[config.mk]
export PLATFORM = sky130hd
export DESIGN_NAME = warmboot_sequencer
export DESIGN_NICKNAME = d
export VERILOG_FILES = /design/src/rtl/boot_pkg.sv /design/src/rtl/boot_timer.sv /design/src/rtl/warmboot_sequencer.sv
export SDC_FILE = /design/constraint.sdc
export NUM_CORES = 1
export LEC_CHECK = 0
export ABC_AREA = 1
export ABC_CLOCK_PERIOD_IN_PS = 1600
export CAP_MARGIN = 20
export CORE_UTILIZATION = 55
export CTS_BUF_LIST = sky130_fd_sc_hd__clkbuf_8
export CTS_CLUSTER_DIAMETER = 50
export DETAILED_ROUTE_END_ITERATION = 7
export HOLD_SLACK_MARGIN = 0.12
export PLACE_DENSITY = 0.82
export SLEW_MARGIN = 20
export SYNTH_ARGS = -nofsm -noshare
export SYNTH_HDL_FRONTEND = slang
export SYNTH_SLANG_ARGS = --single-unit
[constraint.sdc]
create_clock -name clk_48mhz -period 1.6 [get_ports clk_48mhz]
set_clock_uncertainty 0.1 [all_clocks]
set_input_delay 0.32 -clock clk_48mhz [delete_from_list [all_inputs] [get_ports clk_48mhz]]
set_output_delay 0.32 -clock clk_48mhz [all_outputs]
set_load 0.005 [all_outputs]
[src/rtl/boot_pkg.sv]
// Shared types and defaults for the warm-boot hand-off: FSM state encoding,
// image indices, default interval lengths and the registered-output bundle.
package boot_pkg;

    typedef enum logic [2:0] {
        IDLE,
        QUIESCE,
        DETACH,
        SETUP,
        BOOT
    } boot_state_e;

    localparam logic [1:0] IMG_BOOTLOADER = 2'b00;
    localparam logic [1:0] IMG_USER       = 2'b01;

    localparam int DEF_DETACH_CYCLES   = 48000;
    localparam int DEF_SETUP_CYCLES    = 4;
    localparam int DEF_QUIESCE_TIMEOUT = 4096;
    localparam int DEF_AUTOBOOT_CYCLES = 48000000;

    typedef struct packed {
        logic busy;
        logic spi_hold;
        logic usb_pu;
        logic s1;
        logic s0;
        logic boot;
        logic timeout;
    } boot_out_t;

    // Pull-up on, everything else low: the attached, idle bootloader.
    localparam boot_out_t OUT_RESET = '{busy: 1'b0, spi_hold: 1'b0, usb_pu: 1'b1,
                                       s1: 1'b0, s0: 1'b0, boot: 1'b0, timeout: 1'b0};

    function automatic int max_of(input int a, input int b);
        return (a > b) ? a : b;
    endfunction

endpackage

[src/rtl/boot_timer.sv]
// Interval timer shared by every sequencer phase: cleared on phase entry,
// counts enabled cycles and flags the cycle in which the count equals limit_i.
module boot_timer #(
    parameter int WIDTH = 8
) (
    input  logic             clk,
    input  logic             reset,
    input  logic             clear_i,
    input  logic             en_i,
    input  logic [WIDTH-1:0] limit_i,
    output logic             done_o
);

    logic [WIDTH-1:0] count_q, count_d;

    assign done_o = en_i && (count_q == limit_i);

    always_comb begin
        // NOTE: assign the default before any branch so no path leaves count_d unassigned (no latch).
        count_d = count_q;
        if (clear_i) begin
            count_d = '0;
        end else if (en_i) begin
            count_d = count_q + 1'b1;
        end
    end

    // NOTE: state registers use non-blocking assignments so all flops update together at the edge.
    always_ff @(posedge clk) begin
        if (reset) begin
            count_q <= '0;
        end else begin
            count_q <= count_d;
        end
    end

endmodule

[src/rtl/warmboot_sequencer.sv]
// Bootloader-to-user-image hand-off via SB_WARMBOOT: quiesce SPI, detach USB,
// settle S1/S0, assert BOOT. Define WARMBOOT_SEQ_AUTOBOOT_EN for idle auto-boot.
module warmboot_sequencer
    import boot_pkg::*;
#(
    parameter int DETACH_CYCLES   = DEF_DETACH_CYCLES,
    parameter int SETUP_CYCLES    = DEF_SETUP_CYCLES,
    parameter int QUIESCE_TIMEOUT = DEF_QUIESCE_TIMEOUT,
    parameter int AUTOBOOT_CYCLES = DEF_AUTOBOOT_CYCLES
) (
    input  logic       clk_48mhz,
    input  logic       reset,
    input  logic       boot_req,
    input  logic [1:0] boot_image,
    input  logic       spi_busy,
    input  logic       usb_activity,
    output logic       busy,
    output logic       spi_hold,
    output logic       usb_pu,
    output logic       wb_s1,
    output logic       wb_s0,
    output logic       wb_boot,
    output logic       timeout_flag
);

    localparam int CNT_MAX = max_of(max_of(DETACH_CYCLES, SETUP_CYCLES),
                                    max_of(QUIESCE_TIMEOUT, AUTOBOOT_CYCLES));
    localparam int CNT_W   = $clog2(CNT_MAX) + 1;

    localparam logic [CNT_W-1:0] LIM_QUIESCE = CNT_W'(QUIESCE_TIMEOUT - 1);
    localparam logic [CNT_W-1:0] LIM_DETACH  = CNT_W'(DETACH_CYCLES - 1);
    localparam logic [CNT_W-1:0] LIM_SETUP   = CNT_W'(SETUP_CYCLES - 1);

    boot_state_e      state_q, state_d;
    logic [1:0]       img_q, img_d;
    boot_out_t        out_q, out_d;
    logic             tmr_clear, tmr_en, tmr_done;
    logic [CNT_W-1:0] tmr_limit;
    logic             start;
    logic [1:0]       start_img;

    boot_timer #(
        .WIDTH(CNT_W)
    ) u_timer (
        .clk     (clk_48mhz),
        .reset   (reset),
        .clear_i (tmr_clear),
        .en_i    (tmr_en),
        .limit_i (tmr_limit),
        .done_o  (tmr_done)
    );

`ifdef WARMBOOT_SEQ_AUTOBOOT_EN
    localparam logic [CNT_W-1:0] LIM_AUTO = CNT_W'(AUTOBOOT_CYCLES - 1);
`else
    logic unused_activity;
    assign unused_activity = usb_activity;
`endif

    always_comb begin
        state_d   = state_q;
        img_d     = img_q;
        out_d     = out_q;
        tmr_clear = 1'b0;
        tmr_en    = 1'b1;
        tmr_limit = LIM_DETACH;
        start     = 1'b0;
        start_img = boot_image;

        case (state_q)
            IDLE: begin
`ifdef WARMBOOT_SEQ_AUTOBOOT_EN
                // Explicit request beats activity, activity beats the idle timeout.
                tmr_limit = LIM_AUTO;
                if (boot_req) begin
                    start = 1'b1;
                end else if (usb_activity) begin
                    tmr_clear = 1'b1;
                end else if (tmr_done) begin
                    start     = 1'b1;
                    start_img = IMG_USER;
                end
`else
                tmr_en = 1'b0;
                start  = boot_req;
`endif
                if (start) begin
                    state_d        = QUIESCE;
                    img_d          = start_img;
                    tmr_clear      = 1'b1;
                    out_d.busy     = 1'b1;
                    out_d.spi_hold = 1'b1;
                    out_d.timeout  = 1'b0;
                end
            end
            QUIESCE: begin
                tmr_limit = LIM_QUIESCE;
                if (!spi_busy || tmr_done) begin
                    state_d       = DETACH;
                    tmr_clear     = 1'b1;
                    out_d.usb_pu  = 1'b0;
                    out_d.timeout = spi_busy;
                end
            end
            DETACH: begin
                if (tmr_done) begin
                    state_d   = SETUP;
                    tmr_clear = 1'b1;
                    out_d.s1  = img_q[1];
                    out_d.s0  = img_q[0];
                end
            end
            SETUP: begin
                tmr_limit = LIM_SETUP;
                if (tmr_done) begin
                    state_d    = BOOT;
                    tmr_clear  = 1'b1;
                    out_d.boot = 1'b1;
                end
            end
            BOOT: begin
                tmr_en = 1'b0;
            end
            default: begin
                state_d = IDLE;
            end
        endcase
    end

    always_ff @(posedge clk_48mhz) begin
        if (reset) begin
            state_q <= IDLE;
            img_q   <= IMG_BOOTLOADER;
            out_q   <= OUT_RESET;
        end else begin
            state_q <= state_d;
            img_q   <= img_d;
            out_q   <= out_d;
        end
    end

    assign busy         = out_q.busy;
    assign spi_hold     = out_q.spi_hold;
    assign usb_pu       = out_q.usb_pu;
    assign wb_s1        = out_q.s1;
    assign wb_s0        = out_q.s0;
    assign wb_boot      = out_q.boot;
    assign timeout_flag = out_q.timeout;

endmodule

==> key figures <==
Logic synthesis
  • Netlist cell types: 27
  • Post-synthesis sequential area ratio: 0.3826
  • Syn_nets: 297
  • Gate Count Post-Synth: 289
  • Mapped Avg Cell Area: 6.879 µm²
  • Mapped Area: 0.001988 mm²
  • FF+latch count, synth: 38
  • Yosys synthesis warning count: 0

Clocking
  • CTS max path bufs: 2
  • CTS H-tree depth: 2
  • Clk sink count: 38
  • Clk Latency, worst-skew pair: 0.31 ns
  • Hold buffers post-CTS: 0
  • CTS tree: done
  • CTS Buf Count: 5
  • Root Driver: clkbuf_8
  • Reg clk slew, reported paths: 0.08 ns

Detailed routing
  • Met3 WL post-DR: 1.031 mm
  • WL final: 8.960 mm
  • DRT met1 WL: between 3 and 4 mm
  • Routed len/inst: 20.60 µm
  • DR DRC count: 0
  • Top Layer Used: met4
  • Routed Antenna Nets: 0
  • Drt pass-1 iters: 6
  • DR iter-0 viols: 362
  • DR WL met2: 3.969 mm
  • Vias: 2652
  • Drt via density: 6.097

Timing
  • Worst-Margin Slew: between 0.4 and 0.5 ns
  • Max-slew violations: 0
  • Final setup TNS: -12.49 ns
  • Hold Fails Final Rpt: 0
  • Fmax: 0.4949 GHz
  • Worst setup margin: -0.4205 ns
  • Crit share post-route: 1.263
  • Slew margin rel.: 0.7190
  • Finish-stage setup viols: 36
  • Final min period: 2.021 ns
  • RSZ-0062 raised after global routing: yes

Global route
  • Vias in the first global route: roughly 2400
  • First-pass GRT wire length: 11.30 mm
  • Largest net degree at the start of global routing: 14
  • Initial antenna violation count: 0
  • Grt ovf: 0
  • Total GRT Usage: 0.3770

Place
  • I/O Buffers: 12
  • DP Wirelength: between 3 and 4 mm
  • Final Wtd Congestion: between 0.8 and 0.9

Worst setup path
  • Kind of critical path: flip-flop to flip-flop
  • Critical path launch point type: flip-flop
  • Crit. End Element: flip-flop
  • Maximum fanout along the worst path: 7
  • CP arrival: 2.11 ns
  • CP required: around 1.7 ns

Cells and area
  • Antenna Diode Count: 0
  • Most frequent cells in the layout: buf_4, nor2_1, nand2_1
  • Filler cells: 100
  • Synth-to-layout area growth: 61.93%
  • Most common cell after layout, fill and taps aside: buf_4
  • Layout cell share with drive strength beyond 1: 0.4370
  • Nets: 396
  • Layout Utilization: 0.9498

Outcome
  • Failing checks: negative setup slack
  • Status: finished with violations

Power
  • Int Power: 2.320 mW
  • Leakage: 1.412 nW
  • Total power: between 3 and 4 mW
  • Sw Share: 0.3872
  • Logic pwr share: 0.477
  • Net Switching: between 1 and 1.5 mW
  • Clock Power Share: 0.219
  • Peak supply drop: 0.0008794 V
  • Sequential Power Share: 0.304
  • Cell Pwr Density: around 1200 mW/mm²

Floorplan
  • IO Pins: 14
  • Die X: 62.13 µm
  • Die outline area: between 0.003 and 0.004 mm²
  • Die H: about 62 µm
  • Row cnt: 21
  • Initial Util: 0.5866
  • Total core area: 0.003390 mm²

Flow run
  • MaxCap Viol Count: 0

Min path
  • Min-delay worst type: flip-flop to flip-flop
-- worst max-delay path: stages, from the launching register on --
cell and delay (ns):
dfxtp_1 0.35, nor2_1 0.25, nand3_2 0.14, nand2_2 0.12
nand3_4 0.09, nor2_4 0.18, nand4_1 0.11, nand2_1 0.11
inv_2 0.05, nand3_4 0.11, buf_6 0.12, buf_16 0.12
nor2_1 0.04
-- power groups by stage --
stage	Clock, mW	Sequential [mW]	Combinational, mW
6_report	0.830	1.15	1.81
5_1_grt	0.841	1.15	1.90
4_1_cts	0.811	1.14	1.47
3_5_place_dp	0	1.13	1.18
3_3_place_gp	0	1.13	1.14
2_1_floorplan	0	1.13	0.651
-- cell usage after synthesis, drive strengths merged --
cell,instances,share of area
a21oi,3,0.0075
buf,4,0.018
dfxtp,38,0.38
ha,1,0.0063
inv,35,0.066
mux2i,1,0.0050
nand2,63,0.12
nand3,20,0.059
nand4,6,0.019
nor2,75,0.15
nor3,9,0.025
o2111ai,1,0.0044
o211ai,1,0.0038
o21a,1,0.0038
o21ai,6,0.015
xnor2,7,0.031
xor2,18,0.079
-- through the flow --
stage	instances	hold WS (ns)	setup WS (ns)	instance area [µm²]
finish	435	0.3803	-0.4205	3219
global route	435	0.4051	-0.4409	3219
CTS	428	0.3523	-0.1654	3008
detailed placement	412	0.3371	-0.2411	2694
global placement	412	0.3316	-0.1837	2694
floorplan	289	0.2794	-0.009035	2021
-- path summary, 6_finish.rpt --
check	from	endpoint	slack, ns	depth (start not counted)
worst max-delay path	u_timer.count_q[12]	u_timer.count_q[4]	-0.42	12
worst min-delay path	spi_hold	spi_hold	0.38	2
worst min register to register	spi_hold	spi_hold	0.38	2
worst max register to register	u_timer.count_q[12]	u_timer.count_q[4]	-0.42	12
-- layer usage --
metal,GRT usage,vias up
li1,-,1096
met4,0.2587,0
met1,0.4016,1162
met2,0.6552,284
met5,0,-
met3,0.09007,110
-- cells by family after synthesis --
family | Yosys count | synth area share
xor gates and xnor gates | 25 | 0.1101
muxes | 1 | 0.005035
DFF | 38 | 0.3826
AOI/OAI and AO/OA | 12 | 0.03461
adders and majority gates | 1 | 0.006292
buffers and inverters | 39 | 0.08370
and+or+nand+nor | 173 | 0.3776
-- sequential cells by signal, summed over array words and instances, names as in the netlist --
signal           cells
u_timer.count_q     27
state_q              3
img_q                2
spi_hold             1
timeout_flag         1
usb_pu               1
wb_boot              1
wb_s0                1
wb_s1                1
-- area by class of cell --
class / count / area [µm²] / share of cell area
Inverter: 35 / 136.4 / 0.04236
Clock inverter: 3 / 37.54 / 0.01166
Multi-Input combinational cell: 212 / 1330 / 0.4131
Clock buffer: 5 / 68.82 / 0.02138
Tap cell: 46 / 57.56 / 0.01788
Timing Repair Buffer: 96 / 797.0 / 0.2476
Sequential cell: 38 / 792.0 / 0.2460
-- repair_timing --
item,CTS,global route
gates cloned,2,0
gates resized for setup,37,57
setup endpoints to repair,35,40
buffers inserted,6,9
pin swaps,8,22
No activity file was read; power rests on OpenSTA's default activity.
